--- src/rtl/fp_normalize_round.sv ---
// Normalize/round/pack stage for binary32 results from the add/sub core; one operation in flight.
// Optional IEEE exception flags {OF,UF,NX} are built only when FP_FLAGS_EN is defined.
module fp_normalize_round #(
   parameter int FRACTION = 23,
   parameter int EXPONENT = 8
) (
   input  logic                         clk,
   input  logic                         rst,
   input  logic                         in_valid,
   output logic                         in_ready,
   input  logic                         in_sign,
   input  logic [EXPONENT+1:0]          in_exp,
   input  logic [FRACTION+4:0]          in_mant,
   output logic                         out_valid,
   input  logic                         out_ready,
`ifdef FP_FLAGS_EN
   output logic [2:0]                   out_flags,
`endif
   output logic [EXPONENT+FRACTION:0]   out_result
);

   localparam int MW = FRACTION + 5;
   localparam int EW = EXPONENT + 2;
   localparam int RW = 1 + EXPONENT + FRACTION;

   localparam logic signed [EW-1:0] EXP_ONE = {{(EW-1){1'b0}}, 1'b1};
   localparam logic signed [EW-1:0] EXP_INF = {2'b00, {EXPONENT{1'b1}}};

   typedef enum logic [1:0] {
      IDLE  = 2'd0,
      SHIFT = 2'd1,
      ROUND = 2'd2,
      DONE  = 2'd3
   } state_t;

   // Right shift by one, folding both low bits into the sticky position.
   function automatic logic [MW-1:0] shrSticky(input logic [MW-1:0] m);
      return {1'b0, m[MW-1:2], m[1] | m[0]};
   endfunction

   // Round-to-nearest-even increment decision.
   function automatic logic rneUp(input logic g, input logic r, input logic s, input logic lsb);
      return g & (r | s | lsb);
   endfunction

   state_t                 state_r;
   logic                   sign_r;
   logic signed [EW-1:0]   exp_r;
   logic [MW-1:0]          mant_r;
   logic                   outValid_r;
   logic [RW-1:0]          outResult_r;

   logic                   roundUp_s;
   logic [MW-4:0]          sum_s;
   logic [MW-5:0]          roundMant_s;
   logic signed [EW-1:0]   roundExp_s;
   logic                   inf_s;
   logic [RW-1:0]          packed_s;
`ifdef FP_FLAGS_EN
   logic [2:0]             outFlags_r;
   logic                   inexact_s;
   logic [2:0]             flags_s;
`endif

   // Rounding, post-round renormalization and packing of the held operand.
   always_comb begin
      roundUp_s = rneUp(mant_r[2], mant_r[1], mant_r[0], mant_r[3]);
      sum_s     = {1'b0, mant_r[MW-2:3]} + {{(MW-4){1'b0}}, roundUp_s};
      if (sum_s[MW-4]) begin
         roundMant_s = sum_s[MW-4:1];
         roundExp_s  = exp_r + EXP_ONE;
      end else begin
         roundMant_s = sum_s[MW-5:0];
         roundExp_s  = exp_r;
      end
      inf_s = (roundExp_s >= EXP_INF);
      if (inf_s) begin
         packed_s = {sign_r, {EXPONENT{1'b1}}, {FRACTION{1'b0}}};
      end else if (!roundMant_s[MW-5]) begin
         packed_s = {sign_r, {EXPONENT{1'b0}}, roundMant_s[FRACTION-1:0]};
      end else begin
         packed_s = {sign_r, roundExp_s[EXPONENT-1:0], roundMant_s[FRACTION-1:0]};
      end
`ifdef FP_FLAGS_EN
      inexact_s = (|mant_r[2:0]) | inf_s;
      flags_s   = {inf_s, inexact_s & (packed_s[RW-2:FRACTION] == {EXPONENT{1'b0}}), inexact_s};
`endif
   end

   // Control FSM with the datapath registers and registered outputs.
   always_ff @(posedge clk) begin
      if (rst) begin
         state_r     <= IDLE;
         sign_r      <= 1'b0;
         exp_r       <= {EW{1'b0}};
         mant_r      <= {MW{1'b0}};
         outValid_r  <= 1'b0;
         outResult_r <= {RW{1'b0}};
`ifdef FP_FLAGS_EN
         outFlags_r  <= 3'b000;
`endif
      end else begin
         case (state_r)
            IDLE: begin
               if (in_valid) begin
                  sign_r <= in_sign;
                  exp_r  <= in_exp;
                  mant_r <= in_mant;
                  if (in_mant == {MW{1'b0}}) begin
                     outResult_r <= {in_sign, {(RW-1){1'b0}}};
                     outValid_r  <= 1'b1;
`ifdef FP_FLAGS_EN
                     outFlags_r  <= 3'b000;
`endif
                     state_r     <= DONE;
                  end else begin
                     state_r <= SHIFT;
                  end
               end
            end
            SHIFT: begin
               if (mant_r[MW-1]) begin
                  mant_r  <= shrSticky(mant_r);
                  exp_r   <= exp_r + EXP_ONE;
                  state_r <= ROUND;
               end else if (exp_r < EXP_ONE) begin
                  // Once only sticky content remains, further shifts cannot change it: jump to exp=1.
                  if (mant_r[MW-1:1] == {(MW-1){1'b0}}) begin
                     mant_r <= {{(MW-1){1'b0}}, |mant_r};
                     exp_r  <= EXP_ONE;
                  end else begin
                     mant_r <= shrSticky(mant_r);
                     exp_r  <= exp_r + EXP_ONE;
                  end
               end else if (!mant_r[MW-2] && (exp_r > EXP_ONE)) begin
                  mant_r <= {mant_r[MW-2:0], 1'b0};
                  exp_r  <= exp_r - EXP_ONE;
               end else begin
                  state_r <= ROUND;
               end
            end
            ROUND: begin
               outResult_r <= packed_s;
               outValid_r  <= 1'b1;
`ifdef FP_FLAGS_EN
               outFlags_r  <= flags_s;
`endif
               state_r     <= DONE;
            end
            DONE: begin
               if (out_ready) begin
                  outValid_r <= 1'b0;
                  state_r    <= IDLE;
               end
            end
            default: begin
               outValid_r <= 1'b0;
               state_r    <= IDLE;
            end
         endcase
      end
   end

   assign in_ready   = (state_r == IDLE);
   assign out_valid  = outValid_r;
   assign out_result = outResult_r;
`ifdef FP_FLAGS_EN
   assign out_flags  = outFlags_r;
`endif

endmodule
--- config.mk ---
export PLATFORM = sky130hd
export DESIGN_NAME = fp_normalize_round
export DESIGN_NICKNAME = d
export VERILOG_FILES = /design/src/rtl/fp_normalize_round.sv
export SDC_FILE = /design/constraint.sdc
export NUM_CORES = 1
export LEC_CHECK = 0
export CORE_ASPECT_RATIO = 0.7
export CORE_MARGIN = 8
export CORE_UTILIZATION = 69
export CTS_CLUSTER_SIZE = 20
export DETAILED_ROUTE_END_ITERATION = 8
export DONT_BUFFER_PORTS = 1
export PLACE_DENSITY = 0.85
export SYNTH_ARGS = -nofsm -noshare
export SYNTH_HDL_FRONTEND = slang
export SYNTH_SLANG_ARGS = --single-unit
export TNS_END_PERCENT = 5
--- constraint.sdc ---
create_clock -name clk -period 4.1 [get_ports clk]
set_clock_uncertainty 0.2 [all_clocks]
set_input_delay 0.615 -clock clk [delete_from_list [all_inputs] [get_ports clk]]
set_output_delay 0.615 -clock clk [all_outputs]
set_load 0.02 [all_outputs]
# Word-level counts from Yosys, hierarchy flattened
# Cells that the tools add are included.
# word_totals
register_bits	74
inputBits	43
out_inout_bits	34
word_cells	70
# op_classes
n_addsub	3
magnitude_cmp	3
n_eq_ne	9
mux	30
n_bitwise	3
reduce_logical	15
# op_table
op	count
2-to-1 mux 28 bit	4
2-to-1 mux 32 bit	2
case mux 32 bit (2 select lines)	1
2-to-1 mux 31 bit	2
2-to-1 mux 10 bit	6
case mux 28 bit (2 select lines)	1
logical NOT 28 bit	1
OR reduction 28 bit	1
logical NOT 27 bit	1
2-to-1 mux 26 bit	1
adder 24 x 1 -> 25 bit	1
2-to-1 mux 24 bit	1
case mux 10 bit (2 select lines)	1
2-to-1 mux 2 bit	6
adder 10 x 2 -> 10 bit (second input constant)	1
greater-or-equal comparator 10 x 9 -> 1 bit (second input constant)	1
> comparator 10 x 2 -> 1 bit (second input constant)	1
less-than comparator 10 x 2 -> 1 bit (second input constant)	1
subtractor 10 x 2 -> 10 bit (second input constant)	1
case mux 2 bit (4 select lines)	1
AND reduction 4 bit	2
inequality test 3 bit (second input constant)	2
AND reduction 3 bit	2
equality test 2 bit (second input constant)	2
other kinds (14)	20

# Longest topological paths before layout
# Gate-level depths: netlist of the first run.
# depth
word_depth	8
depth_mapped	12
ltp_nobuf	9

# Worst setup path before layout of the first run
# Ideal clock, no wire load.
# synth_path
kind	register to register
startpoint	reg mant_r[3]
endpoint	reg outResult_r[28], in the netlist out_result[28]
setup_ns	0.122
arrival_ns	2.282
required_ns	3.778
path_slack_ns	1.496
stages_incl_launch_ff	12
path_buffers	2
synth_period_minus_slack_ns	2.604
cell_sequence	dfxtp_1 -> clkbuf_1 -> and2_1 -> ha_1 -> nand3_1 -> nor2_1 -> and2_4 -> mux2i_1 -> a21o_1 -> and2_4 -> buf_6 -> a221o_1
# synth_via
elab_chain_cells	7
word_cells_on_any_way	9
cone_classes	add/sub: 1; order compare: 1; mux: 5; bitwise: 2
# synth_rtl
element	line	rtl
start: declaration	49	logic [MW-1:0] mant_r;
start signal: assignment	96	mant_r <= {MW{1'b0}};
start signal: assignment	108	mant_r <= in_mant;
start signal: assignment	123	mant_r <= shrSticky(mant_r);
OR 1 bit	43	return g & (r | s | lsb);
AND 1 bit	43	
adder 24 x 1 -> 25 bit (*)	68	sum_s = {1'b0, mant_r[MW-2:3]} + {{(MW-4){1'b0}}, roundUp_s};
2-to-1 mux 10 bit / 2-to-1 mux 24 bit (equally long branches)	69	if (sum_s[MW-4]) begin
greater-or-equal comparator 10 x 9 -> 1 bit / 2-to-1 mux 31 bit (equally long branches)	76, 79	
2-to-1 mux 31 bit (*)	77	if (inf_s) begin
case mux 32 bit (2 select lines) (*)	103	case (state_r)
end signal: assignment	98	outResult_r <= {RW{1'b0}};
end signal: assignment	110	outResult_r <= {in_sign, {(RW-1){1'b0}}};
end signal: assignment	143	outResult_r <= packed_s;
end: declaration	51	logic [RW-1:0] outResult_r;
# Mark *: on every way between the ends. The rest lies on a longest branch, timed or not.
# A chain may end at the register's enable or synchronous reset.

# Final worst setup path of the first run
# layout_path
startpoint	reg mant_r[3]
endpoint	reg outResult_r[11], in the netlist out_result[11]
# The elaborated chain is that of the path after synthesis.

==> impl_results.md, run 1 <==
- WS Path Type: flop to flop
- Leak pwr: 1.65 nW
- # clock sinks: 74
- PortBufs: 0
- WL final: 13300 um
- Worst endpoint required time: 4.11 ns
- Top Metal Used: met4
- Power, Total: 4.24 mW
- Number of DRC markers in iteration 0: 603
- Die H: 85.3 um
- Final setup violation count: 0
- First-pass GRT wire length: 21500 um
- Non-Filler Instances: 682
- Top post-synthesis cells by area: dfxtp_1 31%, nand2_1 6.6%, a21oi_1 5.6%
- CTS Hold Bufs: 0
- Initial antenna violation count: 0
- Top-count cell post-synth: nand2_1
- Yosys warns: 0
- # diodes: 0
- WHS: 0.113 ns
- RSZ-0062 raised after global routing: no
- Post-cts resize count: 0
- Post-synth EDFFs: 0
- DP Worst Slack: 0.576 ns
- Post-synthesis async set-or-reset flop share: 0%
- Fillers: 587
- Biggest area consumer among synthesized cells: dfxtp_1
- DRT antenna net count: 0
- Synthesized Nets: 683
- Synth cell types: 62
- Top post-synthesis cells by count: 83 x nand2_1, 74 x dfxtp_1, 54 x nor2_1
- CTS buffer count: 9
- PwrDens: 881 mW/mm^2
- Final min period: 3.29 ns
- Fin. max-slew vios: 0
- Metal2 WL: 5510 um
- Post-CTS Setup Inserts: 0
- Num ports: 77
- Slew @ Worst Pin: 1.29 ns
- Area of the die: 0.00982 mm^2
- Max cap viols: 0
- Slew margin rel.: 14.0%
- Clk buf depth: 2
- H-tree depth: 3
- Routability cong.: 0.913
- Initial Util: 70.8%
- Highest Clock Rate: 304 MHz
- Fin crit share: 80.3%
- Top cell type's share of synthesized area: 31.3%
- DRC: 0
- Site row count: 25
- Avg Vias per Cell: 6.86
- Met1 wire length: 5790 um
- Final worst slack: 0.808 ns
- Cell count after placement: 666
- Clk slew on worst S/H paths: 0.08 ns
- Max Fanout on Critical Path: 12
- Setup_tns: 0 ns
- Drt first pass iters: 5
- DP Area: 0.00461 mm^2
- DP HPWL: 9680 um
- Final Util: 71.9%
- Die width: 115 um
- Peak supply drop: 0.742 mV
- Layout cell share with drive strength beyond 1: 7.65%
- Post-synthesis sequential area ratio: 31.3%
- Area Growth Syn to Fin: 1.61%
- Status: completed
- CP Data Arrival Time: 3.30 ns
- Via total after detailed routing: 4679
- Post-DR wirelength/cell: 19.6 um
- #FFs+latches synth: 74
- Clk_lat worst skew: 0.36 ns
- Syn Inst Count: 632
- Design Area, Final: 0.00481 mm^2
- Vias in the first global route: 4189
- Fin nets: 634
- Endpoints failing hold: 0
- Core Area: 0.00669 mm^2
- Grt total ovfl: 0
- Mapped Area: 0.00474 mm^2
- Synthesized area per cell: 7.50 um^2
- Largest net degree at the start of global routing: 78
- Worst setup EP type: flop
- Ys flop type: dfxtp_1
- Routed wl met3: 1900 um
- CP Launch Type: flop
- Cell chosen for the clock root: clkbuf_8
- GRT Total Usage: 27.2%
- CTS tree: built
- Worst hold-check path type: input pin to flop
cell usage in the layout, fill, tap and decap left out, types with 6 or more instances in the layout:
cell / instances
buf_4: 7
nor2_1: 54
xor2_1: 13
clkbuf_8: 10
o21ai_0: 35
a22oi_1: 25
dfxtp_1: 74
ha_1: 7
inv_1: 17
a211oi_1: 15
a31oi_1: 9
a221o_1: 9
nor4_1: 16
xnor2_1: 10
a22o_1: 13
nor3_1: 12
o211ai_1: 26
nand3_1: 16
a21oi_1: 52
and3_1: 6
nand4_1: 12
nand2_1: 83
logic make-up (layout without fill, tap and decap cells):
family,after synthesis,count (layout),share of synthesized area [%]
compound gates,209,209,29.7
xor+xnor,23,23,4.25
fa+ha+maj,8,8,2.11
buf+inv,84,40,7.71
flops,74,74,31.3
mux,3,3,0.660
simple gates,231,231,24.3
registers in the layout (all words and copies together), names as in the netlist:
signal / flops
out_result: 32
mant_r: 28
exp_r: 10
state_r: 2
out_valid: 1
sign_r: 1
critical path, stage by stage (launching register included):
cell and delay (ns):
dfxtp_1 0.53, and2_1 0.19, ha_1 0.19, nand3_1 0.13, nor2_1 0.44, and2_4 0.32
mux2i_1 0.25, a21oi_1 0.09, o211ai_1 0.59, o21ai_0 0.21
report_power, final:
group	internal [mW]	switching, mW
registers	0.925	0.508
clock network	0.298	0.286
logic	0.805	1.42
layer usage:
metal	GRT usage, %	up-vias
met5	0	-
met3	10.3	15
li1	-	2203
met2	37.0	283
met4	8.43	0
met1	38.2	2178
path summary, 6_finish.rpt:
path	from	end	slack, ns	cells past startpoint
min	rst	sign_r$_SDFFE_PP0P_	0.11	1
max reg2reg	mant_r[3]$_SDFFE_PP0P_	out_result[11]$_SDFFE_PP0P_	0.81	9
min reg2reg	sign_r$_SDFFE_PP0P_	sign_r$_SDFFE_PP0P_	0.26	2
max	mant_r[3]$_SDFFE_PP0P_	out_result[11]$_SDFFE_PP0P_	0.81	9
final cells by class:
class	instances	area, um^2	share of cell area, %
repair buffers	7	52.6	1.09
clock buffers	10	138	2.86
inverters	17	63.8	1.33
multi-input cells	474	2900	60.2
flip-flops and latches	74	1480	30.8
well taps	94	118	2.44
clock inverters	6	63.8	1.33
(Power assumes the default switching activity.)
==> run 2: changes to the inputs <==
- CORE_UTILIZATION: 69 -> 64
- PLACE_DENSITY: 0.85 -> 0.8
- clock period: 4.1 -> 3.4 ns (I/O delays scaled with it)
==> run 2 against run 1 <==
Net effect:
- maximum frequency rose by 5.3%
- clock power is 7.9% higher
- power increased by 24%
- combinational power grew 34%
- utilization is 3.0 points lower
- cell count rose by 4.1%
- wire length rose by 12%
- setup slack worse by 0.53 ns
- largest power group unchanged
==> impl_results.md, run 2 (same netlist as run 1, synthesis figures left out) <==
- Initial Util: 65.6% (-5.2 points)
- Design Area, Final: 0.00498 mm^2 (+3.4%)
- Commonest non-fill, non-tap cell in the layout: nand2_1
- Initial antenna violation count: 0 (unchanged)
- Die H: 88.0 um (+3.1%)
- Status: completed
- Slew margin rel.: 42.1% (+28 points)
- DRC: 0 (unchanged)
- Clk slew on worst S/H paths: 0.09 ns (about the same)
- Worst endpoint required time: 3.50 ns (-0.61 ns)
- Cell count after placement: 690 (+3.6%)
- H-tree depth: 3 (unchanged)
- Setup_tns: 0 ns (unchanged)
- DP Area: 0.00477 mm^2 (+3.4%)
- Num ports: 77 (unchanged)
- GRT Total Usage: 28.2% (+0.97 points)
- CTS buffer count: 9 (unchanged)
- Post-CTS Setup Inserts: 0 (unchanged)
- Clk buf depth: 2 (unchanged)
- RSZ-0062 raised after global routing: no
- Number of DRC markers in iteration 0: 525 (-13%)
- Layout cell share with drive strength beyond 1: 10.5% (+2.8 points)
- CTS tree: built
- M2 GR Usage: 42.0% (+5.0 points)
- Met1 usage: 37.4% (-0.73 points)
- Area Growth Syn to Fin: 5.10%
- Die width: 119 um (+3.3%)
- Max cap viols: 0 (unchanged)
- PortBufs: 0 (unchanged)
- Fillers: 637 (+8.5%)
- Vias in the first global route: 4517 (+7.8%)
- Non-Filler Instances: 710 (+4.1%)
- First-pass GRT wire length: 23800 um (+11%)
- Combinational power share: 56.8% (+4.4 points)
- WL final: 14900 um (+12%)
- Post-cts resize count: 0 (unchanged)
- Sw Share: 52.5% (+0.32 points)
- Peak supply drop: 1.08 mV (+45%)
- Final setup violation count: 0 (unchanged)
- Commonest cells after routing, fill and taps aside: 83 x nand2_1, 74 x dfxtp_1, 54 x nor2_1
- DP HPWL: 10800 um (+12%)
- Max Fanout on Critical Path: 12 (unchanged)
- Leak pwr: 1.76 nW (+6.4%)
- Avg Vias per Cell: 6.84 (-0.31%)
- WS Path Type: flop to flop
- Via total after detailed routing: 4856 (+3.8%)
- Final min period: 3.13 ns (-0.165 ns)
- Fin crit share: 91.9% (+12 points)
- # diodes: 0 (unchanged)
- Drt first pass iters: 5 (unchanged)
- Largest net degree at the start of global routing: 48 (-38%)
- CP Launch Type: flop
- Routability cong.: 0.993 (+8.7%)
- Global route hottest layer: met2
- CTS Hold Bufs: 3 (+3)
- Worst setup EP type: flop
- Int Power: 2.49 mW (+23%)
- Highest Clock Rate: 320 MHz (+5.3%)
- Met3 global-route usage: 9.98% (-0.37 points)
- Site row count: 26 (+4.0%)
- Endpoints failing hold: 0 (unchanged)
- Fin. max-slew vios: 0 (unchanged)
- Core Area: 0.00722 mm^2 (+7.9%)
- Clk pwr share: 12.0% (-1.8 points)
- Power, Total: 5.24 mW (+24%)
- Fin nets: 658 (+3.8%)
- PwrDens: 1050 mW/mm^2 (+20%)
- Clk_lat worst skew: 0.37 ns (about the same)
- Cell chosen for the clock root: clkbuf_8
- Slew @ Worst Pin: 0.868 ns (-0.422 ns)
- DRT antenna net count: 0 (unchanged)
- Psw: 2.75 mW (+24%)
- Sequential share of power: 31.2% (-2.6 points)
- Worst hold-check path type: input pin to flop
- Max reg flops: 32 (unchanged)
- CP Data Arrival Time: 3.23 ns (-0.07 ns)
- Post-DR wirelength/cell: 21.0 um (+7.3%)
- # clock sinks: 74 (unchanged)
- Area of the die: 0.0105 mm^2 (+6.5%)
- Grt total ovfl: 0 (unchanged)
[run 2: cell count changes in the layout (fill, tap and decap cells not counted), sizes merged]
cell | before | now
bufinv | 1 | 0
dlygate4sd3 | 0 | 4
inv | 18 | 17
clkbuf | 10 | 11
clkinv | 2 | 3
buf | 7 | 27
[run 2: final timing paths]
kind	startpoint	end	slack [ns]	depth (start not counted)
worst max-delay path	mant_r[15]$_SDFFE_PP0P_	out_result[6]$_SDFFE_PP0P_	0.27	7
worst min-delay path	rst	mant_r[24]$_SDFFE_PP0P_	0.01	1
worst max register to register	mant_r[15]$_SDFFE_PP0P_	out_result[6]$_SDFFE_PP0P_	0.27	7
worst min register to register	sign_r$_SDFFE_PP0P_	sign_r$_SDFFE_PP0P_	0.26	2
[run 2: per-stage QoR]
step                      worst slack [ns]  hold slack [ns]  util, %
final                                0.274          0.00986     68.9
after detailed placement             0.355            0.240     66.0
after floorplan                      0.796            0.236        -
after CTS                            0.322         0.000570     68.8
after global placement               0.483            0.236     66.0
after global routing                0.0667          0.00153     68.9
[run 2: area by class of cell]
type / count / area [um^2] / share of cell area (%)
flip-flops and latches: 74 / 1480 / 29.8
inverters: 17 / 63.8 / 1.28
multi-input cells: 474 / 2900 / 58.2
repair buffers: 31 / 243 / 4.88
well taps: 98 / 123 / 2.46
clock buffers: 11 / 141 / 2.84
clock inverters: 5 / 30.0 / 0.603
[run 2: power groups by stage]
stage / Combinational [mW] / Clock [mW] / Sequential (mW)
after floorplan: 2.48 / 0 / 1.29
after global placement: 2.85 / 0 / 1.61
after detailed placement: 2.87 / 0 / 1.62
after CTS: 2.90 / 0.628 / 1.61
after global routing: 3.25 / 0.663 / 1.66
final: 2.98 / 0.630 / 1.64
[run 2: metal layers]
layer | vias up | wire length (um)
met5 | - | 0
met4 | 0 | 268
met3 | 33 | 2180
met2 | 327 | 6170
met1 | 2234 | 6290
li1 | 2262 | -
[run 2: worst max-delay path: stages (launching register included)]
cell and delay (ns):
dfxtp_1 0.58, nand4_4 0.21, nor4_4 0.50, and2_4 0.30, mux2i_1 0.11, a21o_1 0.20
a21oi_1 0.70, a22o_1 0.25
